==> src/rtl/gb_pkg.sv <==
`default_nettype none
// ============================================================================
//  Module      : gb_pkg
//  Description : Shared constants and types for the Game Boy interrupt
//                controller: source bit indices, register addresses,
//                vector layout and FSM state encoding.
//  Revision    : 1.0  initial release
// ============================================================================
package gb_pkg;

    localparam int c_nsrc = 5;

    // Source bit indices; lower index means higher priority
    localparam int c_int_vblank = 0;
    localparam int c_int_stat   = 1;
    localparam int c_int_timer  = 2;
    localparam int c_int_serial = 3;
    localparam int c_int_joypad = 4;

    localparam logic [15:0] c_if_addr    = 16'hFF0F;
    localparam logic [15:0] c_ie_addr    = 16'hFFFF;
    localparam logic [15:0] c_vec_base   = 16'h0040;
    localparam logic [15:0] c_vec_stride = 16'h0008;

    typedef enum logic [0:0] {
        ST_IDLE  = 1'b0,
        ST_ARMED = 1'b1
    } state_t;

endpackage
`default_nettype wire

==> src/rtl/gb_intctl_if.sv <==
`default_nettype none
// ============================================================================
//  Module      : gb_intctl_if
//  Description : CPU-side bus and interrupt handshake of the interrupt
//                controller. master = CPU, slave = controller.
//  Revision    : 1.0  initial release
// ============================================================================
interface gb_intctl_if;
    logic [15:0] address;
    logic [7:0]  wdata;
    logic        load;
    logic        store;
    logic [7:0]  rdata;
    logic        rsel;
    logic        intreq;
    logic [15:0] intaddress;
    logic        intack;
    logic        wake;

    modport master (
        output address, wdata, load, store, intack,
        input  rdata, rsel, intreq, intaddress, wake
    );

    modport slave (
        input  address, wdata, load, store, intack,
        output rdata, rsel, intreq, intaddress, wake
    );
endinterface
`default_nettype wire

==> src/rtl/gb_prio_enc.sv <==
`default_nettype none
// ============================================================================
//  Module      : gb_prio_enc
//  Description : Lowest-set-bit encoder. idx is the index of the lowest set
//                bit of req (0 when req is zero); any flags a non-zero req.
//  Revision    : 1.0  initial release
// ============================================================================
module gb_prio_enc #(
    parameter int W  = 5,
    parameter int IW = 3
) (
    input  logic [W-1:0]  req,
    output logic [IW-1:0] idx,
    output logic          any
);

    // Scan from the top down so the lowest set bit is the last to write idx
    always_comb begin
        idx = '0;
        for (int i = W - 1; i >= 0; i--) begin
            if (req[i]) begin
                idx = IW'(i);
            end
        end
    end

    assign any = |req;

endmodule
`default_nettype wire

==> src/rtl/gb_intctl.sv <==
`default_nettype none
// ============================================================================
//  Module      : gb_intctl
//  Description : Game Boy interrupt controller. Edge-captures the peripheral
//                sources into IF, masks with IE, latches one vector for the
//                CPU and retires it on intack. IF/IE are memory mapped.
//                NSRC must not exceed 8 (IF/IE share an 8-bit data bus).
//  Revision    : 1.0  initial release
// ============================================================================
module gb_intctl
    import gb_pkg::*;
#(
    parameter int          NSRC       = c_nsrc,
    parameter logic [15:0] VEC_BASE   = c_vec_base,
    parameter logic [15:0] VEC_STRIDE = c_vec_stride,
    parameter logic [15:0] IF_ADDR    = c_if_addr,
    parameter logic [15:0] IE_ADDR    = c_ie_addr
) (
    input  logic            clock4,
    input  logic            resetn,
    input  logic [NSRC-1:0] src,
    gb_intctl_if.slave      bus
);

    localparam int c_iw = (NSRC > 1) ? $clog2(NSRC) : 1;

    logic [NSRC-1:0] r_src_q;
    logic [NSRC-1:0] r_if;
    logic [7:0]      r_ie;
    state_t          r_state;
    logic [c_iw-1:0] r_vec_idx;

    logic [NSRC-1:0] w_rise;
    logic [NSRC-1:0] w_pending;
    logic [NSRC-1:0] w_if_next;
    logic [c_iw-1:0] w_enc_idx;
    logic            w_enc_any;
    logic            w_if_wr;
    logic            w_ie_wr;
    logic            w_ack;
    state_t          w_state_next;
    logic [c_iw-1:0] w_vec_next;
    logic [7:0]      w_rdata;

    assign w_rise    = src & ~r_src_q;
    assign w_pending = r_ie[NSRC-1:0] & r_if;
    assign w_if_wr   = bus.store && (bus.address == IF_ADDR);
    assign w_ie_wr   = bus.store && (bus.address == IE_ADDR);
    // An ack only retires a bit while a vector is actually latched
    assign w_ack     = bus.intack && (r_state == ST_ARMED);

    gb_prio_enc #(
        .W  (NSRC),
        .IW (c_iw)
    ) u_prio (
        .req (w_pending),
        .idx (w_enc_idx),
        .any (w_enc_any)
    );

    // Per-bit IF update: new edge beats ack-clear, which beats a CPU write
    always_comb begin
        w_if_next = r_if;
        for (int i = 0; i < NSRC; i++) begin
            if (w_rise[i]) begin
                w_if_next[i] = 1'b1;
            end else if (w_ack && (r_vec_idx == c_iw'(i))) begin
                w_if_next[i] = 1'b0;
            end else if (w_if_wr) begin
                w_if_next[i] = bus.wdata[i];
            end
        end
    end

    // Source history (reset high to suppress edges present at reset), IF, IE
    always_ff @(posedge clock4 or negedge resetn) begin
        if (!resetn) begin
            r_src_q <= '1;
            r_if    <= '0;
            r_ie    <= 8'h00;
        end else begin
            r_src_q <= src;
            r_if    <= w_if_next;
            if (w_ie_wr) begin
                r_ie <= bus.wdata;
            end
        end
    end

    // Dispatch FSM next state; the vector is frozen while ARMED
    always_comb begin
        w_state_next = r_state;
        w_vec_next   = r_vec_idx;
        case (r_state)
            ST_IDLE: begin
                if (w_enc_any) begin
                    w_state_next = ST_ARMED;
                    w_vec_next   = w_enc_idx;
                end
            end
            ST_ARMED: begin
                if (bus.intack || !w_pending[r_vec_idx]) begin
                    w_state_next = ST_IDLE;
                end
            end
            default: w_state_next = ST_IDLE;
        endcase
    end

    // Dispatch FSM state register
    always_ff @(posedge clock4 or negedge resetn) begin
        if (!resetn) begin
            r_state   <= ST_IDLE;
            r_vec_idx <= '0;
        end else begin
            r_state   <= w_state_next;
            r_vec_idx <= w_vec_next;
        end
    end

    // Register read mux; unmapped addresses float high
    always_comb begin
        w_rdata = 8'hFF;
        if (bus.address == IF_ADDR) begin
            w_rdata = {{(8 - NSRC){1'b1}}, r_if};
        end else if (bus.address == IE_ADDR) begin
            w_rdata = r_ie;
        end
    end

    assign bus.rdata      = w_rdata;
    assign bus.rsel       = bus.load && ((bus.address == IF_ADDR) || (bus.address == IE_ADDR));
    assign bus.intreq     = (r_state == ST_ARMED);
    assign bus.intaddress = (r_state == ST_ARMED)
                          ? (VEC_BASE + VEC_STRIDE * {{(16 - c_iw){1'b0}}, r_vec_idx})
                          : 16'h0000;
    assign bus.wake       = |w_pending;

endmodule
`default_nettype wire

==> src/flat_wrapper.sv <==
// flat-port wrapper written by rule: the top's interface ports become plain ports
module gb_intctl_flat import gb_pkg::*;
#(
    parameter int          NSRC       = c_nsrc,
    parameter logic [15:0] VEC_BASE   = c_vec_base,
    parameter logic [15:0] VEC_STRIDE = c_vec_stride,
    parameter logic [15:0] IF_ADDR    = c_if_addr,
    parameter logic [15:0] IE_ADDR    = c_ie_addr
)
  (clock4, resetn, src, bus_address, bus_wdata, bus_load, bus_store, bus_intack, bus_rdata, bus_rsel, bus_intreq, bus_intaddress, bus_wake);
  gb_intctl_if bus_i ();
  input  logic clock4;
  input  logic resetn;
  input  logic [NSRC-1:0] src;
  input wire logic [$bits(bus_i.address)-1:0] bus_address;
  input wire logic [$bits(bus_i.wdata)-1:0] bus_wdata;
  input wire logic [$bits(bus_i.load)-1:0] bus_load;
  input wire logic [$bits(bus_i.store)-1:0] bus_store;
  input wire logic [$bits(bus_i.intack)-1:0] bus_intack;
  output wire logic [$bits(bus_i.rdata)-1:0] bus_rdata;
  output wire logic [$bits(bus_i.rsel)-1:0] bus_rsel;
  output wire logic [$bits(bus_i.intreq)-1:0] bus_intreq;
  output wire logic [$bits(bus_i.intaddress)-1:0] bus_intaddress;
  output wire logic [$bits(bus_i.wake)-1:0] bus_wake;
  assign bus_i.address = bus_address;
  assign bus_i.wdata = bus_wdata;
  assign bus_i.load = bus_load;
  assign bus_i.store = bus_store;
  assign bus_i.intack = bus_intack;
  assign bus_rdata = bus_i.rdata;
  assign bus_rsel = bus_i.rsel;
  assign bus_intreq = bus_i.intreq;
  assign bus_intaddress = bus_i.intaddress;
  assign bus_wake = bus_i.wake;
  gb_intctl #(.NSRC(NSRC), .VEC_BASE(VEC_BASE), .VEC_STRIDE(VEC_STRIDE), .IF_ADDR(IF_ADDR), .IE_ADDR(IE_ADDR)) u_core (.clock4(clock4), .resetn(resetn), .src(src), .bus(bus_i));
endmodule
==> config.mk <==
export PLATFORM = sky130hd
export DESIGN_NAME = gb_intctl_flat
export DESIGN_NICKNAME = d
export VERILOG_FILES = /design/src/rtl/gb_pkg.sv /design/src/rtl/gb_intctl_if.sv /design/src/rtl/gb_prio_enc.sv /design/src/rtl/gb_intctl.sv /design/src/flat_wrapper.sv
export SDC_FILE = /design/constraint.sdc
export NUM_CORES = 1
export LEC_CHECK = 0
export ABC_AREA = 1
export BUFFER_PORTS_ARGS = -buffer_cell sky130_fd_sc_hd__buf_2
export CAP_MARGIN = 10
export CORE_MARGIN = 2
export CORE_UTILIZATION = 30
export CTS_BUF_LIST = sky130_fd_sc_hd__clkbuf_8
export DETAILED_ROUTE_END_ITERATION = 10
export HOLD_SLACK_MARGIN = 0.03
export PLACE_DENSITY_LB_ADDON = 0.08
export REMOVE_ABC_BUFFERS = 1
export SKIP_LAST_GASP = 1
export SLEW_MARGIN = 20
export SYNTH_ARGS = -nofsm -noshare
export SYNTH_HDL_FRONTEND = slang
export SYNTH_HIERARCHICAL = 1
export SYNTH_SLANG_ARGS = --single-unit
==> constraint.sdc <==
create_clock -name clock4 -period 1.25 [get_ports clock4]
set_input_delay 0.125 -clock clock4 [delete_from_list [all_inputs] [get_ports clock4]]
set_output_delay 0.125 -clock clock4 [all_outputs]
set_load 0.005 [all_outputs]
# After elaboration in Yosys (flattened, before gate mapping)
# Index checks and enable logic that the tools add are counted.
# totals
reg_bits	22
inputBits	34
out_inout_bits	27
elab_cells	69
# op_classes
add_sub_neg	1
order_cmp	1
eq_ne	6
n_mux	28
bitwise_logic	4
reduce_logical	20
# ops
cell	count
$eq A16 B16 Y1 const B	2
$mux W1	18
$mux W16	1
$mux W8	2
$mux W3	5
$reduce_bool A3 Y1	5
$and A5 B5 Y5	2
$logic_and A1 B1 Y1	9
$add A7 B6 Y8 const A	1
$eq A3 B2 Y1 const B	2
$not A5 Y5	1
$reduce_or A5 Y1	1
$lt A3 B4 Y1 const B	1
$bmux W1 S3	1
$eq A3 B1 Y1 const B	1
$eq A3 B3 Y1 const B	1
$logic_not A3 Y1	1
$logic_or A1 B1 Y1	2
$pmux W1 S2	1
$reduce_and A2 Y1	1
$logic_not A1 Y1	1
$not A1 Y1	1

# Logic depth before layout (Yosys ltp)
# Gate-level depths: netlist of run 1.
# logic_depth
depth_word	7
depth_mapped	9
ltp_nobuf	8

# Hierarchy
# The synthesis of run 1 kept the hierarchy.
# modules_own_cells
mod	instances	cells_per_inst	area_per_inst_um2
gb_intctl	1	202	1397.6
gb_prio_enc	1	11	47.5

# Worst setup path after synthesis of run 1
# Ideal clock, no wire load.
# synth_path
path_type	register to register
from	register u_core.r_state (netlist: u_core/bus.intreq)
to	register u_core.r_if[1]
setup_ps	117
arrival_time_ps	988
t_required_ps	1133
slack_ps	145
stages_incl_launch_ff	8
period_less_slack_ps	1105
cell_sequence	dfrtp_1 nand2_1 nor2_1 nand3_1 nand2_1 nand2_1 nand2_1 nand2_1
# synth_between
elab_chain_cells	4
elab_cells_between_ends	5
# synth_rtl
element	line_no	source
start, declared	gb_intctl.sv:30	state_t r_state;
start signal, assigned	gb_intctl.sv:116	r_state <= w_state_next;
$logic_and A1 B1 Y1 (*)	gb_intctl.sv:50	assign w_ack = bus.intack && (r_state == ST_ARMED);
$logic_and A1 B1 Y1 (*)	gb_intctl.sv:67	end else if (w_ack && (r_vec_idx == c_iw'(i))) begin
$mux W1	gb_intctl.sv:67	
$mux W1	gb_intctl.sv:65	if (w_rise[i]) begin
end signal, assigned	gb_intctl.sv:83	r_if <= w_if_next;
end, declared	gb_intctl.sv:28	logic [NSRC-1:0] r_if;
# Every way passes the cells marked *; elsewhere a longest branch is shown, timed or not.
# A chain may end at the register's enable or synchronous reset.

# Worst setup path after layout of run 1
# layout_path
from	register u_core.r_if[2]
to	output port bus_wake
# layout_between
elab_chain_cells	2
# layout_rtl
element	line_no	source
$and A5 B5 Y5	gb_intctl.sv:46	assign w_pending = r_ie[NSRC-1:0] & r_if;
net u_core.w_pending[2]	gb_intctl.sv:34	logic [NSRC-1:0] w_pending;
$reduce_or A5 Y1	gb_intctl.sv:137	assign bus.wake = |w_pending;
end, declared	flat_wrapper.sv:24	output wire logic [$bits(bus_i.wake)-1:0] bus_wake;
# The timed path passes the listed nets, and every way through them passes these cells.

==> flow_summary.yaml, run 1 <==
status:
  status: "finished with violations"
  violations: "negative setup slack"
synth:
  synth-simple-area-share_pct: 36.45
  synth_compound_gate_area_share_pct: 7.273
  yosysUniqueCellTypes: 24
  syn_area_um2: 1445
  synth_area_leaders: "dfrtp_1, nand2_1, dfstp_2"
  synth_largest_area_cell: "dfrtp_1"
  yosys_register_bits: 22
  ys.warnings.count: 6
  async_flop_share_pct: 100.0
  synthMuxAreaShare_pct: 0
  synth_cells: 213
  yosysTopAreaCellShare_pct: 29.44
  ys_seq_area_share_pct: 38.53
  synthAdderAreaFrac_pct: 0
  avgSynthCellArea_um2: 6.785
  synth_top_family_by_area: "simple AND/OR/NAND/NOR gates"
  yosys_most_used_dff: "dfrtp_1"
  synth_enable_flop_cells: 0
  synth_xor_area_share_pct: 0
global_routing:
  grt_overflow_total: 0
  grt_max_degree: 23
  track_usage_pct: 13.24
  antenna_found_initial: 0
  grt_pass1_vias: 1313
  grt_pass1_wl_um: 5526
setup_path:
  cp-startpoint: "u_core/r_if[2]"
  worstSetupEndpointType: "output port"
  cp-start-kind: "flop"
  timing.rr.start: "u_core/r_if[3]"
  path_class: "reg -> out"
  reg2reg_depth: 8
  crit_path_max_fanout: 3
  crit_arrival_ns: 1.23
  worst_ep_required_time_ns: 1.12
power:
  p_leak_nw: 1.187
  powerDensity_nw_per_um2: 1368
  ir_worst_vdd_mv: 0.8565
drt:
  drc: 0
  drtPass1Iterations: 5
  first_iter_violations: 61
  wire_per_inst_um: 10.05
  postRouteAntennaNets: 0
  drt-total-wl_um: 3417
  vias_per_cell: 4.315
  dr_total_vias: 1467
cells_and_area:
  n_fill_cell: 507
  antenna_cells: 0
  drive_gt1_share_pct: 39.16
  syn2layout_area_growth_pct: 42.86
  nNetsFinal: 321
timing:
  setup_viol: 1
  hold_ws_ns: 0.06575
  fin_crit_ns: 1.354
  period_share_pct: 108.3
  max_freq_ghz: 0.7385
  maxSlewViolCount: 0
  setup_ws_ns: -0.1042
  setup-tns-final_ns: -0.1042
  fin_skew_ns: 0.005695
  hold_viol: 0
  rsz0062_at_grt: "true"
die:
  dieArea_um2: 5388
  die_x_um: 73.41
  ios: 61
  core_area_um2: 4692
  initial_core_util_pct: 30.80
  fp.dieH_um: 73.41
  fp-row-count: 25
worst_hold_path:
  worstHoldStart: "bus_wdata[5]"
  worstHoldPathCells: 3
  hold_class: "in -> reg"
clock_tree:
  cts_sinks: 22
  cts_tree: "done"
  cts_made_buffers: 3
  htreeDepth: 1
  clock_latency_ns: 0.26
  clockBufferDepth: 2
  cts_root_buf: "clkbuf_8"
  clkTransAtPathRegs_ns: 0.08
run:
  cap_violations: 0
placement:
  gp_congestion: 0.7999
  dp_hpwl_um: 2656
  io_buffer_count: 48
report_power, final:
group	internal (mW)	total [mW]	switching, mW
Clock	0.281	0.513	0.233
Combinational	0.646	1.38	0.730
Sequential	0.853	0.936	0.0826
Total	1.78	2.83	1.05
cells in the mapped netlist (2+ instances only):
| cell | number |
|---|---|
| nand4_1 | 7 |
| nor2_1 | 13 |
| nor3_1 | 2 |
| nor2_2 | 2 |
| inv_2 | 2 |
| o21ai_2 | 2 |
| inv_1 | 35 |
| nand2_1 | 78 |
| a21oi_1 | 4 |
| dfrtp_1 | 17 |
| nand3_1 | 12 |
| o21ai_1 | 11 |
| dfstp_2 | 5 |
| buf_4 | 13 |
state kept, by name, summed over array words and instances, names as in the netlist:
| signal | count |
|---|---|
| u_core/r_ie | 8 |
| u_core/r_if | 5 |
| u_core/r_src_q | 5 |
| u_core/r_vec_idx | 3 |
| u_core/bus.intreq | 1 |
critical path: stages (launching register included):
cell and delay, ns:
dfrtp_1 0.39, nand2_1 0.07, inv_1 0.05, buf_4 0.14, nor3_2 0.09, nand3_1 0.09
buf_2 0.13
worst paths after layout:
path                                  endpoint  slack, ns
setup reg to reg           u_core/r_vec_idx[2]       0.03
hold reg to reg                 u_core/r_ie[6]       0.52
setup / recovery                      bus_wake      -0.10
max in group asynchronous    u_core/r_src_q[1]       0.53
hold / removal                  u_core/r_ie[5]       0.07
min in group asynchronous       u_core/r_if[2]       0.36
repair_timing:
| item | in CTS | in global routing |
|---|---|---|
| hold endpoints to repair | 22 | 0 |
| gates resized for setup | 1 | 38 |
| setup buffers | 0 | 1 |
| endpoints found under the setup margin | 1 | 14 |
| hold buffers | 6 | 0 |
| pin swaps | 1 | 15 |
| cloned | 0 | 1 |
kinds of logic (layout without fill, tap and decap cells):
group	Yosys count	after routing
and+or+nand+nor	119	119
buffers and inverters	52	114
DFF	22	22
AOI/OAI and AO/OA	19	19
other	1	12
layer usage:
layer | track usage [%] | vias up | wire length (um)
met5 | 0 | - | 0
met4 | 1.818 | 0 | 15
met3 | 2.881 | 2 | 119
met2 | 23.82 | 29 | 1639
met1 | 16.61 | 661 | 1642
li1 | - | 775 | -
layout by cell type (no fill, tap or decap), types with 3 or more instances in the layout:
cell type / netlist / routed
inv_1: 35 / 30
buf_4: 13 / 14
conb_1: 1 / 12
inv_2: 2 / 7
dlygate4sd3_1: 0 / 6
nand2_4: 1 / 3
a21oi_1: 4 / 3
nand2_2: 1 / 7
clkbuf_8: 0 / 4
nor2_1: 13 / 9
nand2_1: 78 / 70
dfrtp_1: 17 / 17
nor2_4: 1 / 3
buf_2: 1 / 44
nand3_1: 12 / 11
o21ai_1: 11 / 6
dfstp_2: 5 / 5
o21ai_2: 2 / 7
nor2_2: 2 / 4
nand4_1: 7 / 7
buf_6: 1 / 9
cell type report:
type | count | area (um^2) | share of cell area, %
Multi-Input combinational cell | 150 | 759.5 | 36.79
Clock buffer | 4 | 55.05 | 2.667
Timing Repair Buffer | 73 | 486.7 | 23.58
Sequential cell | 22 | 556.8 | 26.97
Tap cell | 54 | 67.56 | 3.273
Inverter | 37 | 138.9 | 6.727
per-stage QoR:
step / setup slack, ns / cells / utilization, % / cell area, um^2 / power (mW)
3_3_place_gp: 0.006951 / 329 / 38.69 / 1815 / 2.183
3_5_place_dp: 0.008667 / 329 / 38.69 / 1815 / 2.173
6_report: -0.1042 / 340 / 44.00 / 2064 / 2.825
4_1_cts: -0.1491 / 339 / 41.25 / 1936 / 2.721
5_1_grt: -0.2187 / 340 / 44.00 / 2064 / 3.091
2_1_floorplan: 0.1261 / 209 / - / 1373 / 1.585
No activity file was read; power rests on OpenSTA's default activity.
==> inputs of run 2 (changes only) <==
--- a/config.mk
+++ b/config.mk
@@ -21,3 +21,2 @@
 export SYNTH_HDL_FRONTEND = slang
-export SYNTH_HIERARCHICAL = 1
 export SYNTH_SLANG_ARGS = --single-unit
--- a/constraint.sdc
+++ b/constraint.sdc
@@ -3,2 +3,2 @@
 set_output_delay 0.125 -clock clock4 [all_outputs]
-set_load 0.005 [all_outputs]
+set_load 0.01 [all_outputs]
==> flow_summary.yaml, run 2 <==
worst_hold_path:
  worstHoldPathCells: 3
  worstHoldStart: "bus_wdata[5]"
  hold_class: "in -> reg"
  min_to: "u_core.r_ie[5]"
timing:
  setup_viol: 2
  fin_crit_ns: 1.283
  fin_skew_ns: 0.006758
  max_slew_margin_pct: 65.36
  hold_viol: 0
  setup_ws_ns: -0.03272
  max_freq_ghz: 0.7796
  maxSlewViolCount: 0
  period_share_pct: 102.6
  tightest_slew_ns: 0.5196
  rsz0062_at_grt: "true"
die:
  ios: 61
  core_area_um2: 4661
  initial_core_util_pct: 30.90
  die_x_um: 73.29
  dieArea_um2: 5371
  fp.dieH_um: 73.29
  fp-row-count: 25
cells_and_area:
  largest_reg_flops: 8
  n_fill_cell: 499
  multi_input_area_um2: 802.0
  drive_gt1_share_pct: 42.65
  fin_area_um2: 2072
  mostFrequentLayoutCells: "nand2_1, buf_2, buf_4, nand3_1, dfrtp_1"
  seq_area_um2: 558.0
  top_register: "u_core.r_ie"
  reg_top3: "u_core.r_ie (8), u_core.r_if (5), u_core.r_src_q (5)"
  antenna_cells: 0
  nNetsFinal: 314
  layout_commonest_cell: "nand2_1"
  utilization_pct: 44.46
  syn2layout_area_growth_pct: 43.88
setup_path:
  path_class: "reg -> out"
  worstSetupEndpointType: "output port"
  reg2reg_depth: 9
  cp-start-kind: "flop"
  timing.rr.start: "u_core.r_ie[3]"
  worst_r2r_endpoint: "u_core.r_vec_idx[0]"
  worst_ep_required_time_ns: 1.12
  crit_arrival_ns: 1.16
  crit_path_max_fanout: 2
  rrSetupSlack_ns: 0.04
run:
  cap_violations: 0
synth:
  avgSynthCellArea_um2: 7.201
  yosys_register_bits: 22
  synthMostInstantiatedCell: "nand2_1"
  synth_enable_flop_cells: 0
  syn_area_um2: 1440
  yosys_most_used_dff: "dfrtp_1"
  synth_area_leaders: "dfrtp_1, nand2_1, dfstp_2"
  ys.warnings.count: 0
  synth_largest_area_cell: "dfrtp_1"
  ys_seq_area_share_pct: 38.66
  synth_commonest_cells: "nand2_1, nand3_1, dfrtp_1"
  async_flop_share_pct: 100.0
  yosysUniqueCellTypes: 25
  yosysTopAreaCellShare_pct: 29.54
  synth_cells: 200
placement:
  io_buffer_count: 48
  gp_congestion: 0.8356
  dp_hpwl_um: 2972
  post_dp_cell_area_um2: 1802
power:
  total_power_mw: 1.535
  powerDensity_nw_per_um2: 740.8
  ir_worst_vdd_mv: 0.3700
  p_leak_nw: 1.227
clock_tree:
  cts_tree: "done"
  cts_root_buf: "clkbuf_8"
  clock_latency_ns: 0.28
  clockBufferDepth: 2
  htreeDepth: 1
  cts_made_buffers: 3
  clkTransAtPathRegs_ns: 0.08
  cts_sinks: 22
drt:
  met1_length_um: 1765
  top_layer: "met4"
  drt-total-wl_um: 3815
  dr_wl_met3_um: 218
  met2_length_um: 1757
  drc: 0
  drtPass1Iterations: 4
  postRouteAntennaNets: 0
  dr_total_vias: 1471
  first_iter_violations: 66
  wire_per_inst_um: 11.46
  vias_per_cell: 4.417
global_routing:
  track_usage_pct: 15.65
  antenna_found_initial: 0
  grt_pass1_vias: 1443
  grt_pass1_wl_um: 6403
  grt_overflow_total: 0
  grt_max_degree: 23
status:
  status: "finished with violations"
  violations: "negative setup slack"
[run 2: cell types whose count changed after synthesis, moves of 2 or more]
cell	change
nor3_1	-2
inv_1	-20
nand2_1	-5
or2_1	+3
nand2_2	+5
nand3_1	+7
o21ai_2	-2
nor2_1	-3
inv_2	+3
o21ai_1	-5
[run 2: worst max path at each step]
stage | start | to | slack, ns
floorplan | u_core.bus.intreq | u_core.r_if[2] | 0.06
global route | u_core.r_ie[2] | bus_wake | -0.10
detailed placement | bus_address[6] | bus_rdata[3] | 0.05
finish | u_core.r_ie[3] | bus_wake | -0.03
CTS | u_core.r_ie[1] | bus_wake | -0.04
global placement | bus_address[6] | bus_rdata[1] | 0.05
[run 2: repair_timing]
item	in CTS	in global routing
endpoints found under the hold margin	22	0
hold buffers	6	0
resized for setup	7	18
endpoints found under the setup margin	2	15
pin swaps	4	6
setup buffers	4	5
[run 2: kinds of logic after synthesis]
family / share of synthesized area [%]
AO/OA/AOI/OAI: 6.169
buffers and inverters: 13.29
flip-flops: 38.66
other: 0.2604
AND/OR/NAND/NOR: 41.62
[run 2: per-stage QoR]
stage	cells	setup slack (ns)	hold slack, ns	TNS [ns]
after floorplan	196	0.05931	-0.1706	0
after global placement	314	0.04615	0.1355	0
after detailed placement	314	0.05018	0.1406	0
after CTS	328	-0.04299	0.07503	-0.06533
after global routing	333	-0.1037	0.08150	-0.3580
final	333	-0.03272	0.07145	-0.03384
[run 2: metal layers]
layer  up-vias  global-route usage [%]
met3         5                   2.058
met5         -                       0
met1       658                   19.93
met4         0                   6.790
li1        764                       -
met2        44                   26.43
[run 2: report_power, final]
part	leakage [nW]	switching, mW	internal [mW]
clock network	0.0288	0.254	0.282
registers	0.279	0.0172	0.748
logic	0.919	0.124	0.110
total	1.23	0.395	1.14
[run 2: worst max-delay path, stage by stage (launching register included)]
cell	delay [ns]
dfrtp_1	0.40
nand2_2	0.08
nand2_2	0.08
nor2_4	0.12
nand2_2	0.07
buf_6	0.12
[run 2: area by class of cell]
class / instances / area share [%]
clock buffers: 4 / 2.657
inverters: 21 / 4.046
multi-input cells: 153 / 38.71
flip-flops and latches: 22 / 26.93
well taps: 54 / 3.261
repair buffers: 79 / 24.40
